`config.mk`:
```
export PLATFORM = sky130hd
export DESIGN_NAME = axi_config_wr_arb
export DESIGN_NICKNAME = d
export VERILOG_FILES = /design/src/rtl/axi_config_wr_arb.sv
export SDC_FILE = /design/constraint.sdc
export NUM_CORES = 1
export LEC_CHECK = 0
export CAP_MARGIN = 10
export CORE_ASPECT_RATIO = 0.7
export CORE_UTILIZATION = 30
export DETAILED_ROUTE_END_ITERATION = 10
export PLACE_DENSITY_LB_ADDON = 0.2
export SYNTH_ARGS = -nofsm -noshare
export SYNTH_HDL_FRONTEND = slang
export SYNTH_SLANG_ARGS = --single-unit
```
`constraint.sdc`:
```
create_clock -name clk -period 3 [get_ports clk]
set_clock_uncertainty 0.15 [all_clocks]
set_input_delay 0.45 -clock clk [delete_from_list [all_inputs] [get_ports clk]]
set_output_delay 0.45 -clock clk [all_outputs]
set_load 0.01 [all_outputs]
```
`src/rtl/axi_config_wr_arb.sv`:
```
// Round-robin arbiter serialising single-word config writes from PORTS requesters
// onto one register-file write port, with ack timeout and per-port completion pulse.
module axi_config_wr_arb #(
  parameter int PORTS      = 4,
  parameter int ADDR_WIDTH = 32,
  parameter int DATA_WIDTH = 32,
  parameter int STRB_WIDTH = DATA_WIDTH / 8,
  parameter int TIMEOUT    = 16
) (
  input  logic                          clk,
  input  logic                          rst_n,
  input  logic [PORTS-1:0]              s_req_valid,
  output logic [PORTS-1:0]              s_req_ready,
  input  logic [PORTS*ADDR_WIDTH-1:0]   s_req_addr,
  input  logic [PORTS*DATA_WIDTH-1:0]   s_req_data,
  input  logic [PORTS*STRB_WIDTH-1:0]   s_req_strb,
  output logic [PORTS-1:0]              s_rsp_valid,
  output logic                          s_rsp_err,
  output logic                          m_wr,
  output logic [ADDR_WIDTH-1:0]         m_waddr,
  output logic [DATA_WIDTH-1:0]         m_wdata,
  output logic [STRB_WIDTH-1:0]         m_wstrb,
  input  logic                          m_wack,
  output logic                          busy,
  output logic [$clog2(PORTS)-1:0]      grant_id
);

  localparam int IDW   = $clog2(PORTS);
  localparam int CNT_W = $clog2(TIMEOUT + 1);
  localparam logic [PORTS-1:0] ONE = {{(PORTS-1){1'b0}}, 1'b1};

  typedef enum logic [1:0] {IDLE, ISSUE, WAIT} state_t;

  state_t           state, state_nx;
  logic [IDW-1:0]   rr, winner, idx;
  logic             any_vld;
  logic [CNT_W-1:0] cnt;
  logic             done, done_err;
  logic [ADDR_WIDTH-1:0] sel_addr;
  logic [DATA_WIDTH-1:0] sel_data;
  logic [STRB_WIDTH-1:0] sel_strb;
  int               j;

  // Scan from rr+1 upward; iterating from the far end lets the nearest requester overwrite.
  always_comb begin
    winner  = '0;
    any_vld = 1'b0;
    idx     = '0;
    j       = 0;
    for (int i = PORTS; i >= 1; i--) begin
      j = int'(rr) + i;
      if (j >= PORTS) j = j - PORTS;
      idx = IDW'(j);
      if (s_req_valid[idx]) begin
        winner  = idx;
        any_vld = 1'b1;
      end
    end
  end

  always_comb begin
    sel_addr = '0;
    sel_data = '0;
    sel_strb = '0;
    for (int i = 0; i < PORTS; i++) begin
      if (winner == IDW'(i)) begin
        sel_addr = s_req_addr[i*ADDR_WIDTH +: ADDR_WIDTH];
        sel_data = s_req_data[i*DATA_WIDTH +: DATA_WIDTH];
        sel_strb = s_req_strb[i*STRB_WIDTH +: STRB_WIDTH];
      end
    end
  end

  assign s_req_ready = (state == IDLE && any_vld) ? (ONE << winner) : '0;
  assign busy        = (state != IDLE);

  always_ff @(posedge clk or negedge rst_n) begin
    if (!rst_n) state <= IDLE;
    else        state <= state_nx;
  end

  always_comb begin
    state_nx = state;
    done     = 1'b0;
    done_err = 1'b0;
    case (state)
      IDLE: if (any_vld) state_nx = ISSUE;
      ISSUE: begin
        if (m_wack) begin
          done     = 1'b1;
          state_nx = IDLE;
        end else if (TIMEOUT <= 1) begin
          done     = 1'b1;
          done_err = 1'b1;
          state_nx = IDLE;
        end else begin
          state_nx = WAIT;
        end
      end
      WAIT: begin
        if (m_wack) begin
          done     = 1'b1;
          state_nx = IDLE;
        end else if (cnt >= CNT_W'(TIMEOUT - 1)) begin
          // This cycle is the TIMEOUT-th one spent waiting, counting the m_wr cycle.
          done     = 1'b1;
          done_err = 1'b1;
          state_nx = IDLE;
        end
      end
      default: state_nx = IDLE;
    endcase
  end

  always_ff @(posedge clk or negedge rst_n) begin
    if (!rst_n) begin
      m_wr        <= 1'b0;
      m_waddr     <= '0;
      m_wdata     <= '0;
      m_wstrb     <= '0;
      grant_id    <= '0;
      rr          <= IDW'(PORTS - 1);
      cnt         <= '0;
      s_rsp_valid <= '0;
      s_rsp_err   <= 1'b0;
    end else begin
      m_wr        <= 1'b0;
      s_rsp_valid <= '0;
      s_rsp_err   <= 1'b0;
      if (state == IDLE && any_vld) begin
        m_waddr  <= sel_addr;
        m_wdata  <= sel_data;
        m_wstrb  <= sel_strb;
        m_wr     <= 1'b1;
        grant_id <= winner;
        rr       <= winner;
      end
      if (state == ISSUE)
        cnt <= CNT_W'(1);
      else if (state == WAIT && cnt != '1)
        cnt <= cnt + CNT_W'(1);
      if (done) begin
        s_rsp_valid <= ONE << grant_id;
        s_rsp_err   <= done_err;
      end
    end
  end

endmodule

```
After elaboration in Yosys (flattened, before gate mapping)
Index checks and enable logic that the tools add are counted. W data, S select, Z words.

Bits in registers: 85. Bits of input ports: 279. Output and inout port bits: 81. Logic and storage cells: 94.

$add $sub $neg: 9. Order comparisons: 9. Eq/ne operators: 8. Shift operators: 2. Mux-type cells: 49. Reductions and logical operators: 7.

Operators with widths (count): $mux W32 (8); $mux W2 (12); $mux W4 (6); $mux W1 (15); $lt A2 B3 Y1 const B (4); $mux W5 (2); $ge A3 B3 Y1 const B (3); $bmux W1 S2 (4); $shl A1 B2 Y4 const A (2); $sub A2 B1 Y2 const B (4); $add A2 B2 Y3 const B (2); $eq A2 B2 Y1 const B (3); $pmux W2 S3 (1); $add A5 B1 Y5 const B (1); $ge A5 B4 Y1 const B (1); $ne A5 B5 Y1 const B (1); $add A2 B3 Y4 const B (1); $eq A2 B1 Y1 const B (2); $ge A4 B3 Y1 const B (1); $logic_not A2 Y1 (2); $reduce_bool A2 Y1 (2); $add A2 B1 Y3 const B (1); $ne A3 B3 Y1 const B (1); $logic_and A1 B1 Y1 (2); other kinds (3) (3).

Depth between registers and ports, before layout
Gate-level depths: netlist of the first run.

Depth after elaboration: 14. Mapped depth: 11. Gate-level depth less buffers: 8.

Worst setup path before layout of the first run
No wires, ideal clock.

Path kind: flip-flop to output port. Start: register state[0]. End: output port s_req_ready[0]. Arrival: 1.654 ns. Required time: 2.400 ns. Setup slack: 0.746 ns. Cell stages (with the launch flop): 11. Buffers on the path: 3. Cells stage by stage: dfrtp_1 -> inv_1 -> ha_1 -> inv_1 -> a21o_1 -> buf_4 -> inv_2 -> buf_2 -> buf_2 -> nand2_1 -> nor2_1.

Cells in the longest elaborated chain, start to end: 3.

RTL lines: start, declared (RTL line 34) `state_t state, state_nx;`; start signal, assigned (RTL line 79) `else state <= state_nx;`; $logic_not A2 Y1 (RTL line 74) `assign s_req_ready = (state == IDLE && any_vld) ? (ONE << winner) : '0;`; $logic_and A1 B1 Y1 (RTL line 74); $mux W4 (RTL line 74); end, declared (RTL line 13) `output logic [PORTS-1:0] s_req_ready,`.

Every way passes these cells.

Worst setup path in the final report of the first run
Start: input port s_req_valid[0]. End: output port s_req_ready[1].

Cells in the longest elaborated chain, start to end: 8. Elaborated cells on any way between the ends: 19. Classes of those cells: shift (1); mux (17); reduce/logical (1).

RTL lines: start, declared (RTL line 12) `input logic [PORTS-1:0] s_req_valid,`; $bmux W1 S2 (RTL line 54) `if (s_req_valid[idx]) begin`; $mux W1 (not written as such) (RTL line 54); $mux W2 / $mux W1 (equally long branches) (4 in series) (RTL line 54); $shl A1 B2 Y4 / $logic_and A1 B1 Y1 (equally long branches) (RTL line 74); $mux W4 (*) (RTL line 74).

Every way passes the cells marked *; elsewhere a longest branch is shown, timed or not. The select of a mux whose other input is x is not followed.

==> metrics, run 1 <==
Primary FF master, synth dfrtp_1; vias in the first global route about 5500; CTS Buf Count 9; Via-to-Cell Ratio 4.92; sequential area share after synthesis 39.1%; Worst EP arrival 2.30 ns; H-tree Lvls 3; ANT cells 0; CP startpoint kind input port; Final Util approximately 55%; Fillers roughly 1600; first-pass iteration count of the detailed router 4; Worst-Margin Slew 0.677 ns; Hold Path Sink m_wstrb[2]; worst min path class register to register; status complete, no violations; largest net degree at the start of global routing 74; total gr overflow 0; Final Cycle Share 96.7%; worst reg-to-reg path cell count 5; Layout area overhead 77.1%; synth top area cells dfrtp_1 38%, mux2_4 15%, a221o_1 10%, nand2_1 9.0%, o21ai_0 6.5%; CP endpoint kind primary output; layout cells sized above 1 12.7%; worst path cell trace clkdlybuf4s50_1 -> buf_4 -> nor2_1 -> a21o_2 -> inv_2 -> nand2_1 -> nor2_1 -> clkdlybuf4s50_1; Max-Cap Viols 0; FF+latch area 0.00213 sq mm; Post-Syn Instances between 500 and 600; Synth Register Bits 85; critical path peak fanout 5; post-route ant nets 0; Rows 40; R2R Path End m_waddr[28]; Hold Fails Final Rpt 0; Post-synth EDFFs 0; DP Cell Count 1120; LEAKAGE slightly above 4 nW; Yosys top cell area share between 30% and 40%; Rel. slew slack a little over half; DR WL/cell between 15 and 20 microns; Final min period around 2.9 ns; area taken by multi-input logic gates 0.00304 sq mm; IO Count 360; Hold Path Cell Cnt 2; Slew Limit Fails 0; Sink Count 85; Clock Latency Late Sink 0.33 ns; area of the mapped netlist approximately 0.0054 sq mm; core area 0.0175 sq mm; DIE HEIGHT 115 microns; Synth top cells by count 130 x nand2_1, 83 x dfrtp_1, 71 x o21ai_0; first-pass GRT wire length roughly 32000 microns; gpl congestion ~0.86; Total Routing Usage GR 22.1%; cell taking the most area after synthesis dfrtp_1; CTS tree yes; RSZ-0062 raised after global routing false; die area 0.0187 sq mm; CTS root buf clkbuf_16; routed via count 5589; syn_area_per_cell 9.88 sq um; non-filler cells, final 1135; worst flop-to-flop path startpoint rr[1]; CP max stage delay 0.55 ns; Die X 163 microns; Cell variety after synth 48; Clock transition at path regs 0.06 ns; Remaining DRCs 0; Starting DRT DRC Count 362; Max Root-Sink Buffers 2; reg-to-reg slack, setup roughly 0.59 ns; WS Path Type input port to primary output; antenna violations before repair 0; hpwl dp 16000 microns; PortBufs 359; fmax roughly 340 MHz; final setup fails 0; fin nets 1186; FFs w/ async S/R, synth 100%; Pwr Density 856 mW/mm^2; required time of the critical path 2.40 ns; Hold Path Origin m_wstrb[2]; Detailed Route WL 21400 microns; most frequent cell after synthesis nand2_1; Crit-path slowest cell clkdlybuf4s50_1; worst vdd ir 0.390 mV; Synthesized Nets 836; initial core utilization a little under a third; YS warnings 0
## per-stage QoR
| step | power, mW | setup WS [ns] | cell area (sq um) | hold WS (ns) | setup TNS, ns |
|---|---|---|---|---|---|
| 3_3_place_gp | 7.07 | 0.0214 | 9330 | 0.315 | 0 |
| 3_5_place_dp | 7.14 | -0.0133 | 9330 | 0.325 | -0.0637 |
| 5_1_grt | 8.81 | 0.00917 | 9650 | 0.347 | 0 |
| 4_1_cts | 8.35 | 0.00551 | 9640 | 0.339 | 0 |
| 2_1_floorplan | 4.93 | 0.746 | 5450 | 0.00441 | 0 |
| 6_report | 8.26 | 0.100 | 9650 | 0.330 | 0 |
## critical path, delay by kind of cell
family                 cells  cell delay (ns)
AND/OR/NAND/NOR            3             0.27
buffers and inverters      4             1.31
AO/OA/AOI/OAI              1             0.28
## layout by cell type, fill, tap and decap left out, types with 6 or more instances in the layout
master,n
mux2_4,55
nor2_1,16
a221o_1,55
buf_12,6
clkdlybuf4s50_1,355
o21ai_0,71
ha_1,6
o21ai_1,10
buf_4,19
mux2_2,8
o22ai_1,13
dfrtp_1,83
nand2_1,130
clkbuf_16,9
## layer usage
layer	vias to the layer above	GRT usage [%]	wire length [microns]	share of wire [%]
met5	-	0	0	0
met4	0	6.11	458	2.1
met3	28	6.24	1690	7.9
met2	236	37.6	10400	49
met1	2617	27.3	8840	41
li1	2708	-	-	-
## logic make-up (layout without fill, tap and decap cells)
kind of cell	count (synthesis)	in the layout	synth area share (%)
muxes	70	70	18.2
buffers and inverters	51	404	5.40
DFF	85	85	39.1
and+or+nand+nor	170	170	13.3
AOI/OAI and AO/OA	166	166	22.1
adders and majority gates	6	6	1.38
xor gates and xnor gates	3	3	0.483
## final cells by class
| type | instances | area share (%) |
|---|---|---|
| Sequential cell | 85 | 22.1 |
| Multi-Input combinational cell | 415 | 31.5 |
| Tap cell | 231 | 3.00 |
| Clock buffer | 10 | 2.37 |
| Clock inverter | 4 | 0.778 |
| Inverter | 6 | 0.233 |
| Timing Repair Buffer | 384 | 40.0 |
## timing repair
action | in CTS | in global routing
setup endpoints to repair | 1 | 4
resized for setup | 1 | 2
hold buffers | 1 | 0
setup buffers | 0 | 0
pin swaps | 1 | 1
endpoints found under the hold margin | 30 | 0
## flip-flops by register name, indices dropped and copies added, names as in the netlist
name         count
m_wstrb          4
s_rsp_err        1
m_wdata         32
state            2
s_rsp_valid      4
m_wr             1
cnt              5
rr               2
grant_id         2
m_waddr         32
## worst max path at each step
stage                         startpoint             end  slack, ns  cells after the start
final                     s_req_valid[0]  s_req_ready[1]       0.10                      8
after global routing      s_req_valid[0]  s_req_ready[0]      0.009                      8
after CTS                 s_req_valid[1]  s_req_ready[2]      0.006                      5
after detailed placement  s_req_valid[1]     m_waddr[28]      -0.01                      8
after global placement    s_req_valid[1]  s_req_ready[2]       0.02                      5
after floorplan                 state[0]  s_req_ready[0]       0.75                     10
## where the power goes
part           internal [mW]  switching, mW  total, mW
Sequential              1.69          0.338       2.03
Clock                  0.721          0.460       1.18
Combinational           2.69           2.36       5.05
Power figures use the tool's default switching activity.
==> run 2, diff against run 1 <==
- clock period: 3 -> 2.7 ns (I/O delays scaled with it)
==> run 2 against run 1 <==
  * Sequential power grew 11%
  * Clock-buffer cell count increased by 2
  * Clock power grew 14%
  * Register-to-register slack lost 0.28 ns
  * Combinational power is 13% higher
  * Die area is the same
  * Largest power group unchanged
  * Highest routed layer unchanged
==> metrics, run 2 (synthesis gave the netlist of run 1 again) <==
post-route setup TNS 0 ns (unchanged); CP endpoint kind primary output (unchanged); largest net degree at the start of global routing 74 (unchanged); critical path peak fanout 4 (was 5); Sequential Power Share 24.2% (was 24.6%); worst reg-to-reg path cell count 6 (was 5); final setup fails 0 (unchanged); Die X 163 microns (unchanged); Hold Path Origin m_waddr[19] (was m_wstrb[2]); PortBufs 359 (unchanged); Post-Place Setup Slack -0.248 ns (was -0.0133 ns); Starting DRT DRC Count 269 (was 362); Via-to-Cell Ratio 4.93 (was 4.92); Power, Total 9.31 mW (was 8.26 mW); met1 Usage GRT 28.2% (was 27.3%); met2 Use GR 37.8% (was 37.6%); DIE HEIGHT 115 microns (unchanged); internal power 5.75 mW (was 5.11 mW); Sw Pwr 3.56 mW (was 3.16 mW); ANT cells 0 (unchanged); IO Count 360 (unchanged); antenna violations before repair 0 (unchanged); R2R Path End m_wdata[7] (was m_waddr[28]); layout cells sized above 1 14.2% (was 12.7%); WHS 0.327 ns (was 0.330 ns); Combinational Power Share 61.5% (was 61.1%); hpwl dp 16200 microns (was 16000 microns); CTS Buf Count 9 (unchanged); sw frac 38.3% (was 38.2%); Max-Cap Viols 0 (unchanged); area taken by multi-input logic gates 0.00304 sq mm (unchanged); fin nets 1198 (was 1186); Max Root-Sink Buffers 2 (unchanged); Remaining DRCs 0 (unchanged); Hold Path Sink m_waddr[19] (was m_wstrb[2]); Detailed Route WL 21500 microns (was 21400 microns); gr busiest metal met2 (unchanged); status complete, no violations (unchanged); total gr overflow 0 (unchanged); Worst-Margin Slew 0.561 ns (was 0.677 ns); vias in the first global route 5580 (was 5525); DR WL/cell 18.7 microns (was 18.8 microns); core area 0.0175 sq mm (unchanged); H-tree Lvls 3 (unchanged); Pwr Density 955 mW/mm^2 (was 856 mW/mm^2); first-pass GRT wire length 31800 microns (was 31600 microns); Clk network pwr share 14.3% (about the same); fmax roughly 400 MHz; reg-to-reg slack, setup 0.31 ns (was 0.59 ns); CTS root buf clkbuf_16 (unchanged); Slew Limit Fails 0 (unchanged); Layout area overhead 79.1% (was 77.1%); Crit. Startpoint s_req_valid[0] (unchanged); DP Cell Count 1132 (was 1120); worst flop-to-flop path startpoint rr[1] (unchanged); Rows 40 (unchanged); WS Path Type input port to primary output (unchanged); Total Routing Usage GR 22.5% (was 22.1%); initial core utilization 31.2% (unchanged); CTS tree yes (unchanged); Final Cycle Share 94.6%; required time of the critical path 2.14 ns (was 2.40 ns); post-route ant nets 0 (unchanged); CP startpoint kind input port (unchanged); die area 0.0187 sq mm (unchanged); Top Registers m_waddr (32), m_wdata (32), cnt (5) (unchanged); most frequent cells in the layout 351 x clkdlybuf4s50_1, 130 x nand2_1, 83 x dfrtp_1 (was 355 x clkdlybuf4s50_1, 130 x nand2_1, 83 x dfrtp_1); Clock transition at path regs 0.06 ns (about the same); Final min period 2.55 ns; gpl congestion 0.816 (was 0.864); Worst EP arrival 2.00 ns (was 2.30 ns); met3 usage 5.59% (was 6.24%); LEAKAGE 4.15 nW (was 4.08 nW); worst vdd ir 0.486 mV (was 0.390 mV); post-CTS setup repair buffer count 0 (unchanged); routed via count 5661 (was 5589); Fillers 1623 (was 1568); Hold Fails Final Rpt 0 (unchanged); worst setup margin 0.145 ns (was 0.100 ns); FF+latch area 0.00213 sq mm (unchanged); worst min path class register to register (unchanged); Clock Latency Late Sink 0.34 ns (was 0.33 ns); Hold Path Cell Cnt 2 (unchanged); Sink Count 85 (unchanged); Rel. slew slack 62.6% (was 54.9%); most common cell after layout, fill and taps aside clkdlybuf4s50_1 (unchanged); first-pass iteration count of the detailed router 4 (unchanged); RSZ-0062 raised after global routing false (unchanged); non-filler cells, final 1149 (was 1135)
-- run 2: stage by stage --
stage          utilization [%]  area [sq um]
2_1_floorplan                -          5450
3_3_place_gp              54.0          9430
3_5_place_dp              54.0          9430
4_1_cts                   55.8          9750
5_1_grt                   55.8          9750
6_report                  55.8          9750
-- run 2: layer usage --
metal	vias to the layer above	wire, microns
met5	-	0
met4	0	462
met3	29	1520
met2	220	10600
met1	2680	8900
li1	2732	-
-- run 2: how the worst max path moves through the flow --
| stage | end | slack (ns) |
|---|---|---|
| after floorplan | s_req_ready[0] | 0.49 |
| after global placement | s_req_ready[0] | -0.23 |
| after detailed placement | m_waddr[28] | -0.25 |
| after CTS | s_req_ready[2] | 0.15 |
| after global routing | s_req_ready[0] | 0.05 |
| final | s_req_ready[2] | 0.15 |
-- run 2: layout make-up --
type	instances	share of cell area [%]
multi-input cells	415	31.2
inverters	6	0.231
repair buffers	396	40.5
flip-flops and latches	85	21.8
clock inverters	4	0.564
clock buffers	12	2.73
well taps	231	2.96
-- run 2: worst max-delay path: stages --
cell	delay [ns]
clkdlybuf4s50_1	0.46
or2_1	0.25
a311o_1	0.39
nor3_4	0.19
dlygate4sd2_1	0.30
-- run 2: what timing repair did --
action | in CTS | in global routing
hold endpoints to repair | 22 | 0
hold buffers | 1 | 0
resized for setup | 7 | 0
endpoints found under the setup margin | 4 | 0
-- run 2: power groups by stage --
stage / Combinational (mW) / Clock (mW) / Sequential, mW
detailed placement: 5.80 / 0 / 2.26
CTS: 5.81 / 1.37 / 2.25
floorplan: 3.03 / 0 / 2.45
global placement: 5.74 / 0 / 2.25
finish: 5.72 / 1.34 / 2.25
global route: 6.20 / 1.43 / 2.33
